[src/rtl/cpu_pkg.sv]
// Shared CPU datapath definitions: operand-fetch state encoding,
// default datapath widths and the hardwired zero-register index.
package cpu_pkg;

  localparam int DATA_WIDTH_DEF = 32;
  localparam int ADDR_WIDTH_DEF = 5;

  // Register index that always reads as zero and is never tracked as busy
  localparam int ZERO_REG = 0;

  // EMPTY: nothing held; STALL: instruction held waiting on a hazard;
  // VALID: operands held in the output register
  typedef enum logic [1:0] {
    ST_EMPTY = 2'b00,
    ST_STALL = 2'b01,
    ST_VALID = 2'b10
  } of_state_e;

endpackage

[src/rtl/reg_scoreboard.sv]
// Busy-bit scoreboard for in-flight destination registers.
// A set and a clear to the same index in one cycle leaves the bit set.
// The query ports report the bit as it will look after this cycle's clear,
// so a register being written back right now no longer blocks issue.
module reg_scoreboard
  import cpu_pkg::*;
#(
  parameter int ADDR_WIDTH = ADDR_WIDTH_DEF
) (
  input  logic                  clk,
  input  logic                  reset,
  input  logic                  set_en,
  input  logic [ADDR_WIDTH-1:0] set_idx,
  input  logic                  clr_en,
  input  logic [ADDR_WIDTH-1:0] clr_idx,
  input  logic [ADDR_WIDTH-1:0] q_idx1,
  input  logic [ADDR_WIDTH-1:0] q_idx2,
  input  logic [ADDR_WIDTH-1:0] q_idx3,
  output logic                  q_busy1,
  output logic                  q_busy2,
  output logic                  q_busy3
);

  localparam int NREGS = 1 << ADDR_WIDTH;

  logic [NREGS-1:0] busy_r;
  logic [NREGS-1:0] busy_next_s;

  // Busy bit seen through this cycle's writeback clear
  function automatic logic busy_after_clear(
    input logic [NREGS-1:0]      busy,
    input logic [ADDR_WIDTH-1:0] idx,
    input logic                  clr,
    input logic [ADDR_WIDTH-1:0] cidx
  );
    return busy[idx] && !(clr && (cidx == idx));
  endfunction

  // Next busy vector: clear first, then set so that set wins on collision
  always_comb begin
    busy_next_s = busy_r;
    if (clr_en) begin
      busy_next_s[clr_idx] = 1'b0;
    end else begin
      busy_next_s = busy_next_s;
    end
    if (set_en) begin
      busy_next_s[set_idx] = 1'b1;
    end else begin
      busy_next_s = busy_next_s;
    end
    busy_next_s[ZERO_REG] = 1'b0;
  end

  // Busy vector register
  always_ff @(posedge clk) begin
    if (reset) begin
      busy_r <= {NREGS{1'b0}};
    end else begin
      busy_r <= busy_next_s;
    end
  end

  assign q_busy1 = busy_after_clear(busy_r, q_idx1, clr_en, clr_idx);
  assign q_busy2 = busy_after_clear(busy_r, q_idx2, clr_en, clr_idx);
  assign q_busy3 = busy_after_clear(busy_r, q_idx3, clr_en, clr_idx);

endmodule

[src/rtl/operand_fetch.sv]
// Operand-fetch stage: accepts decoded instructions, reads the register
// file, stalls on RAW/WAW hazards tracked by a busy-bit scoreboard,
// bypasses same-cycle writeback data and forwards writebacks to the
// register-file write port. Operands leave through a one-entry register.
module operand_fetch
  import cpu_pkg::*;
#(
  parameter int DATA_WIDTH = DATA_WIDTH_DEF,
  parameter int ADDR_WIDTH = ADDR_WIDTH_DEF
) (
  input  logic                  clk,
  input  logic                  reset,
  input  logic                  in_valid,
  output logic                  in_ready,
  input  logic [ADDR_WIDTH-1:0] in_rs,
  input  logic [ADDR_WIDTH-1:0] in_rt,
  input  logic [ADDR_WIDTH-1:0] in_rd,
  input  logic                  in_wen,
  output logic                  out_valid,
  input  logic                  out_ready,
  output logic [DATA_WIDTH-1:0] out_a,
  output logic [DATA_WIDTH-1:0] out_b,
  output logic [ADDR_WIDTH-1:0] out_rd,
  output logic                  out_wen,
  input  logic                  wb_valid,
  input  logic [ADDR_WIDTH-1:0] wb_addr,
  input  logic [DATA_WIDTH-1:0] wb_data,
  output logic [ADDR_WIDTH-1:0] rf_raddr1,
  output logic [ADDR_WIDTH-1:0] rf_raddr2,
  input  logic [DATA_WIDTH-1:0] rf_rdata1,
  input  logic [DATA_WIDTH-1:0] rf_rdata2,
  output logic                  rf_wen,
  output logic [ADDR_WIDTH-1:0] rf_waddr,
  output logic [DATA_WIDTH-1:0] rf_wdata
);

  localparam logic [ADDR_WIDTH-1:0] ZERO_IDX = ADDR_WIDTH'(ZERO_REG);

  of_state_e             state_r;
  logic [ADDR_WIDTH-1:0] rs_r;
  logic [ADDR_WIDTH-1:0] rt_r;
  logic [ADDR_WIDTH-1:0] rd_r;
  logic                  wen_r;

  logic [ADDR_WIDTH-1:0] cur_rs_s;
  logic [ADDR_WIDTH-1:0] cur_rt_s;
  logic [ADDR_WIDTH-1:0] cur_rd_s;
  logic                  cur_wen_s;
  logic                  accept_s;
  logic                  hazard_s;
  logic                  capture_s;
  logic                  set_en_s;
  logic                  busy_rs_s;
  logic                  busy_rt_s;
  logic                  busy_rd_s;
  logic [DATA_WIDTH-1:0] opnd_a_s;
  logic [DATA_WIDTH-1:0] opnd_b_s;

  // Register 0 reads as zero; otherwise a same-cycle writeback beats the file
  function automatic logic [DATA_WIDTH-1:0] select_operand(
    input logic [ADDR_WIDTH-1:0] src,
    input logic [DATA_WIDTH-1:0] rdata,
    input logic                  wbv,
    input logic [ADDR_WIDTH-1:0] wba,
    input logic [DATA_WIDTH-1:0] wbd
  );
    if (src == ZERO_IDX) begin
      return {DATA_WIDTH{1'b0}};
    end else if (wbv && (wba == src)) begin
      return wbd;
    end else begin
      return rdata;
    end
  endfunction

  // Upstream handshake: free when empty, or when the held result drains now
  always_comb begin
    in_ready = 1'b0;
    if (reset) begin
      in_ready = 1'b0;
    end else begin
      case (state_r)
        ST_EMPTY: in_ready = 1'b1;
        ST_VALID: in_ready = out_ready;
        default:  in_ready = 1'b0;
      endcase
    end
  end

  // Instruction under evaluation: the held one while stalled, else the input
  always_comb begin
    cur_rs_s  = in_rs;
    cur_rt_s  = in_rt;
    cur_rd_s  = in_rd;
    cur_wen_s = in_wen;
    if (state_r == ST_STALL) begin
      cur_rs_s  = rs_r;
      cur_rt_s  = rt_r;
      cur_rd_s  = rd_r;
      cur_wen_s = wen_r;
    end else begin
      cur_rs_s  = in_rs;
      cur_rt_s  = in_rt;
      cur_rd_s  = in_rd;
      cur_wen_s = in_wen;
    end
  end

  assign rf_raddr1 = cur_rs_s;
  assign rf_raddr2 = cur_rt_s;
  assign accept_s  = in_valid && in_ready;

  assign hazard_s = ((cur_rs_s != ZERO_IDX) && busy_rs_s) ||
                    ((cur_rt_s != ZERO_IDX) && busy_rt_s) ||
                    (cur_wen_s && (cur_rd_s != ZERO_IDX) && busy_rd_s);

  assign opnd_a_s = select_operand(cur_rs_s, rf_rdata1, wb_valid, wb_addr, wb_data);
  assign opnd_b_s = select_operand(cur_rt_s, rf_rdata2, wb_valid, wb_addr, wb_data);

  // Operands are captured whenever the current instruction moves into VALID
  always_comb begin
    capture_s = 1'b0;
    if (reset) begin
      capture_s = 1'b0;
    end else if (accept_s) begin
      capture_s = !hazard_s;
    end else if (state_r == ST_STALL) begin
      capture_s = !hazard_s;
    end else begin
      capture_s = 1'b0;
    end
  end

  assign set_en_s = capture_s && cur_wen_s && (cur_rd_s != ZERO_IDX);

  reg_scoreboard #(
    .ADDR_WIDTH (ADDR_WIDTH)
  ) u_scoreboard (
    .clk     (clk),
    .reset   (reset),
    .set_en  (set_en_s),
    .set_idx (cur_rd_s),
    .clr_en  (wb_valid),
    .clr_idx (wb_addr),
    .q_idx1  (cur_rs_s),
    .q_idx2  (cur_rt_s),
    .q_idx3  (cur_rd_s),
    .q_busy1 (busy_rs_s),
    .q_busy2 (busy_rt_s),
    .q_busy3 (busy_rd_s)
  );

  // Writeback forwarding to the register-file write port
  assign rf_wen   = wb_valid && (wb_addr != ZERO_IDX);
  assign rf_waddr = wb_addr;
  assign rf_wdata = wb_data;

  // Stage FSM with held instruction and registered operand outputs
  always_ff @(posedge clk) begin
    if (reset) begin
      state_r   <= ST_EMPTY;
      rs_r      <= {ADDR_WIDTH{1'b0}};
      rt_r      <= {ADDR_WIDTH{1'b0}};
      rd_r      <= {ADDR_WIDTH{1'b0}};
      wen_r     <= 1'b0;
      out_valid <= 1'b0;
      out_a     <= {DATA_WIDTH{1'b0}};
      out_b     <= {DATA_WIDTH{1'b0}};
      out_rd    <= {ADDR_WIDTH{1'b0}};
      out_wen   <= 1'b0;
    end else begin
      if (accept_s) begin
        rs_r  <= in_rs;
        rt_r  <= in_rt;
        rd_r  <= in_rd;
        wen_r <= in_wen;
      end
      if (capture_s) begin
        out_a   <= opnd_a_s;
        out_b   <= opnd_b_s;
        out_rd  <= cur_rd_s;
        out_wen <= cur_wen_s;
      end
      case (state_r)
        ST_EMPTY: begin
          if (accept_s) begin
            state_r   <= hazard_s ? ST_STALL : ST_VALID;
            out_valid <= !hazard_s;
          end
        end
        ST_STALL: begin
          if (!hazard_s) begin
            state_r   <= ST_VALID;
            out_valid <= 1'b1;
          end
        end
        ST_VALID: begin
          if (out_ready) begin
            if (accept_s) begin
              state_r   <= hazard_s ? ST_STALL : ST_VALID;
              out_valid <= !hazard_s;
            end else begin
              state_r   <= ST_EMPTY;
              out_valid <= 1'b0;
            end
          end
        end
        default: begin
          state_r   <= ST_EMPTY;
          out_valid <= 1'b0;
        end
      endcase
    end
  end

endmodule

[config.mk]
export PLATFORM = sky130hd
export DESIGN_NAME = operand_fetch
export DESIGN_NICKNAME = d
export VERILOG_FILES = /design/src/rtl/cpu_pkg.sv /design/src/rtl/reg_scoreboard.sv /design/src/rtl/operand_fetch.sv
export SDC_FILE = /design/constraint.sdc
export NUM_CORES = 1
export LEC_CHECK = 0
export BUFFER_PORTS_ARGS = -buffer_cell sky130_fd_sc_hd__buf_4
export CAP_MARGIN = 20
export CORE_ASPECT_RATIO = 0.9
export CORE_MARGIN = 2
export CORE_UTILIZATION = 57
export DETAILED_ROUTE_END_ITERATION = 7
export PLACE_DENSITY = 0.85
export SLEW_MARGIN = 20
export SYNTH_ARGS = -nofsm -noshare
export SYNTH_HDL_FRONTEND = slang
export SYNTH_SLANG_ARGS = --single-unit
[constraint.sdc]
create_clock -name clk -period 5 [get_ports clk]
set_clock_uncertainty 0.15 [all_clocks]
set_input_delay 1 -clock clk [delete_from_list [all_inputs] [get_ports clk]]
set_output_delay 1 -clock clk [all_outputs]
set_load 0.01 [all_outputs]
After elaboration in Yosys (flattened, before gate mapping) --
Index checks and enable logic that the tools add are counted. W data, S select, Z words.
Word-level totals: register bits after elaboration 121, input port bits 122, output and inout bits 120, logic and storage cells 95
Operators by class: order comparisons 6, eq/ne operators 8, muxes and demuxes 36, bitwise gates (word level) 3, reductions and logical operators 30
Operators with widths (count):
- $mux W32 | 6
- $and A32 B32 Y32 | 1
- $not A32 Y32 | 1
- $or A32 B32 Y32 | 1
- $lt A5 B6 Y1 const B | 4
- $reduce_bool A5 Y1 | 4
- $logic_and A1 B1 Y1 | 16
- $bmux W1 S5 | 3
- $eq A5 B5 Y1 | 3
- $mux W5 | 3
- $mux W1 | 14
- $demux W1 S5 | 2
- $ge A5 B1 Y1 const B | 2
- $logic_not A5 Y1 | 2
- $mux W2 | 5
- $ne A2 B2 Y1 const B | 3
- $pmux W2 S3 | 1
- $logic_not A1 Y1 | 4
- $pmux W1 S3 | 1
- $reduce_and A3 Y1 | 1
- $eq A2 B1 Y1 const B | 1
- $eq A2 B2 Y1 const B | 1
- $logic_not A2 Y1 | 1
- $logic_or A1 B1 Y1 | 2
- $pmux W1 S2 | 1

Longest topological paths before layout --
word-level depth 16, mapped depth 14, gate-level depth less buffers 9

Hierarchy --
A second synthesis with hierarchy kept.
Second synthesis, totals: cells, all modules 709, area, all modules 6660.1 um^2
Modules (own cells, without submodules):
- operand_fetch | times used 1, cells each 456, area an instance 4315.4 um^2, seq. area each 1761.7 um^2
- reg_scoreboard | times used 1, cells each 253, area an instance 2344.7 um^2, seq. area each 620.6 um^2

Worst setup path before layout --
Ideal clock, no wire load.
path kind input to register, start in wb_addr[0], end reg out_a[0], data arrival time 3262 ps, required time 4729 ps, path slack 1467 ps, stages on the path 10, cells stage by stage clkbuf_1 > inv_1 > a2111oi_0 > a31oi_1 > nor4_2 > a211o_1 > nand4_2 > buf_6 > buf_6 > mux2_4
Between the ends: word-level cells in the longest chain between the ends 11, elaborated cells on any way between the ends 23, classes of those cells eq/ne: 3; mux: 5; reduce/logical: 15
Ends and longest elaborated chain:
- start: declaration | RTL line operand_fetch.sv:26 | input logic [ADDR_WIDTH-1:0] wb_addr,
- $eq A5 B5 Y1 (on tied branches) | RTL line reg_scoreboard.sv:36, operand_fetch.sv:69
- $logic_and A1 B1 Y1 (on tied branches) | RTL line reg_scoreboard.sv:36, operand_fetch.sv:69
- $logic_not A1 Y1 | RTL line reg_scoreboard.sv:36 | return busy[idx] && !(clr && (cidx == idx));
- $logic_and A1 B1 Y1 | RTL line reg_scoreboard.sv:36
- $logic_and A1 B1 Y1 (on tied branches) | RTL line operand_fetch.sv:113, operand_fetch.sv:114
- $logic_or A1 B1 Y1 | RTL line operand_fetch.sv:113 | assign hazard_s = ((cur_rs_s != ZERO_IDX) && busy_rs_s) ||
- $logic_or A1 B1 Y1 | RTL line operand_fetch.sv:114 | ((cur_rt_s != ZERO_IDX) && busy_rt_s) ||
- $logic_not A1 Y1 | RTL line operand_fetch.sv:126, operand_fetch.sv:128
- $mux W1 | RTL line operand_fetch.sv:127 | end else if (state_r == ST_STALL) begin
- $mux W1 | RTL line operand_fetch.sv:125 | end else if (accept_s) begin
- $mux W1 | RTL line operand_fetch.sv:123 | if (reset) begin
- end signal: assignment | RTL line operand_fetch.sv:167 | out_a <= {DATA_WIDTH{1'b0}};
- end signal: assignment | RTL line operand_fetch.sv:179 | out_a <= opnd_a_s;
- end: declaration | RTL line operand_fetch.sv:21 | output logic [DATA_WIDTH-1:0] out_a,
Parallel ways exist; a longest one is shown, timed or not. A chain may end at the register's enable or synchronous reset.

Worst setup path in the final report --
start reg state_r[0], end reg out_b[11]
Between the ends: word-level cells in the longest chain between the ends 13, elaborated cells on any way between the ends 44, classes of those cells eq/ne: 5; mux: 17; reduce/logical: 22
Ends and longest elaborated chain:
- start: declaration | RTL line operand_fetch.sv:39 | of_state_e state_r;
- start signal: assignment | RTL line operand_fetch.sv:187 | state_r <= hazard_s ? ST_STALL : ST_VALID;
- start signal: assignment | RTL line operand_fetch.sv:200 | state_r <= hazard_s ? ST_STALL : ST_VALID;
- branches (longest 13 deep; another with $mux W5)
- end signal: assignment | RTL line operand_fetch.sv:168 | out_b <= {DATA_WIDTH{1'b0}};
- end signal: assignment | RTL line operand_fetch.sv:180 | out_b <= opnd_b_s;
- end: declaration | RTL line operand_fetch.sv:22 | output logic [DATA_WIDTH-1:0] out_b,
Parallel ways; which one is timed is not known. The select of a mux whose other input is x is not followed.

==> flow_summary.yaml <==
sta:
  rsz0062_at_grt: "false"
  worstMarginPinSlew_ns: 1.14
  hold_viol_final: 0
  final_max_slew_viol_count: 0
  timing.hold.ws_ns: 0.316
  fin_crit_ns: 4.12
  final-setup-viol-count: 0
  period_share_pct: 82.3
  max_freq_ghz: 0.243
  fin_setup_tns_ns: 0
  slew_headroom_pct: 23.4
synthesis:
  synth_edf_count: 0
  syn_nets: 1052
  async_flop_share_pct: 0
  synth_flop_cell: "dfxtp_1"
  seq_area_frac_synth_pct: 30.1
  ys_ff_latch: 119
  yosysWarnings: 0
  netlist_area_mm2: 0.00793
  synthCells: 930
  syn_avg_cell_area_um2: 8.52
  synth_cell_type_count: 70
place:
  place_hpwl_mm: 18.1
  io_buffer_count: 241
  gp_congestion: 1.01
  place_area_mm2: 0.00951
critical_path:
  worst_setup_path_end_kind: "flop"
  cp_slowest_cell: "a21oi_1"
  arrival_ns: 4.27
  path_cells: "nand2b_2 -> a21oi_1 -> a2111oi_0 -> o31a_1 -> or4_1 -> nand4_4 -> buf_12 -> mux2_2"
  cp_max_fo: 46
  required_ns: 5.15
  startpoint_type: "flop"
  r2r_start: "state_r[0]"
  slowest_delay_ns: 0.84
  crit_type: "flop to flop"
  crit_path_start: "state_r[0]"
layout:
  fin_util_pct: 75.4
  fin_area_mm2: 0.0101
  antenna_cells: 0
  drive_gt1_share_pct: 34.3
  area_growth_syn_to_layout_pct: 28.0
  nets: 1223
route:
  vias: 7631
  routed_via_density: 5.95
  drc_errors: 0
  avgRoutedWirePerCell_um: 19.5
  ant_nets: 0
  wirelength_mm: 25.0
  dr.pass1.iters: 6
  drt_iter0_markers: 794
min_path:
  holdCritStartpoint: "out_wen"
  hold_path_class: "flop to flop"
clock_tree:
  cts.clk_slew.worst_paths_ns: 0.06
  cts_tree: "yes"
  root_buffer: "clkbuf_16"
  h-tree-depth: 4
  cts.sinks: 119
  cts_made_buffers: 17
  post_cts_resized: 0
  ctsLongestPathBuffers: 2
  insertion_delay_ns: 0.42
  postCtsSetupBuffers: 0
  ctsHoldBuffers: 0
power_and_ir_drop:
  ir_drop_mv: 0.248
  p_leak_nw: 4.62
  power_density_mw_per_mm2: 295
  power_w: 0.00300
global_routing:
  grt.overflow.total: 0
  grt_max_degree: 77
  grt_pass1_vias: 7163
  grt_usage_pct: 32.7
  grt_pass1_wl_mm: 37.9
  antenna_found_initial: 0
floorplan:
  fp.dieW_um: 128
  die_h_um: 116
  pin_count: 242
  core_mm2: 0.0135
  die-area_mm2: 0.0149
  start_util_pct: 58.9
  row_count: 40
outcome:
  status: "complete, no violations"
job:
  cap_violations: 0
placed cells by master, fill, tap and decap left out, types with 9 or more instances in the layout:
cell         n
a211oi_1    13
a21oi_1      9
a31oi_1     14
buf_4      254
clkbuf_16   17
dfxtp_1    119
inv_1       28
mux2_2      43
mux2_4      32
mux2i_1     83
nand2_1     90
nand3_1     40
nor2_1      91
nor2b_1     69
nor3_1      11
o211ai_1    20
o21ai_0     40
Yosys cell counts, types with 9 or more instances:
library cell	n	area share, %
inv_1	28	1.3
dfxtp_1	119	30
a21oi_1	9	0.57
buf_4	41	3.9
nor2b_1	69	5.4
nand3_1	40	2.5
clkbuf_1	33	1.6
nor2_1	91	4.3
a211oi_1	13	1.2
o211ai_1	20	1.9
mux2_2	43	6.1
nand2_1	90	4.3
mux2_4	32	6.1
mux2i_1	83	10
buf_1	9	0.43
o21ai_0	40	2.5
buf_2	15	0.95
nor3_1	12	0.76
a31oi_1	14	1.1
critical path, delay by kind of cell, from the launching register on:
kind / cells / cell delay (ns)
AO/OA/AOI/OAI: 3 / 1.41
AND/OR/NAND/NOR: 3 / 1.16
flip-flops: 1 / 0.57
multiplexers: 1 / 0.40
buffers and inverters: 1 / 0.28
stage by stage:
step | cells | worst slack (ns)
6_report | 1282 | 0.885
5_1_grt | 1282 | 0.643
4_1_cts | 1282 | 1.01
3_5_place_dp | 1250 | 0.936
3_3_place_gp | 1250 | 0.984
2_1_floorplan | 930 | 1.47
logic make-up after synthesis:
family | count (synthesis) | share of synthesized area, %
compound gates | 147 | 13.2
mux | 165 | 24.3
buf+inv | 135 | 9.09
simple gates | 353 | 22.1
xor+xnor | 11 | 1.22
flops | 119 | 30.1
metal layers:
metal  GRT usage [%]  part of all wire [%]  vias up
met2            52.3                    46      449
met5               0                     0        -
met4            11.5                   2.9        0
li1                -                     -     3577
met1            41.3                    40     3538
met3            11.4                    12       67
state kept, by name, indices dropped and copies added, names as in the netlist:
register,flops
out_rd,5
u_scoreboard.busy_r,31
out_valid,1
rs_r,5
state_r,1
wen_r,1
rd_r,5
out_wen,1
rt_r,5
out_a,32
out_b,32
path summary, 6_finish.rpt:
| path | endpoint | cells past startpoint | slack (ns) |
|---|---|---|---|
| worst max register to register | out_b[11] | 8 | 0.88 |
| worst max-delay path | out_b[11] | 8 | 0.88 |
| worst min-delay path | out_wen | 2 | 0.32 |
| worst min register to register | out_wen | 2 | 0.32 |
power breakdown:
part	internal (W)	leakage [nW]	switching, W
sequential	0.000992	0.964	0.0000342
combinational	0.000301	3.36	0.000358
clock	0.000858	0.298	0.000454
total	0.00215	4.62	0.000847
final cells by class:
class,instances,area (um2)
clock inverter,12,174
sequential,119,2380
fill,991,3320
inverter,31,119
timing repair buffer,256,1950
tap,168,210
clock buffer,20,457
multi-input combinational,676,4860
(Power assumes the default switching activity.)
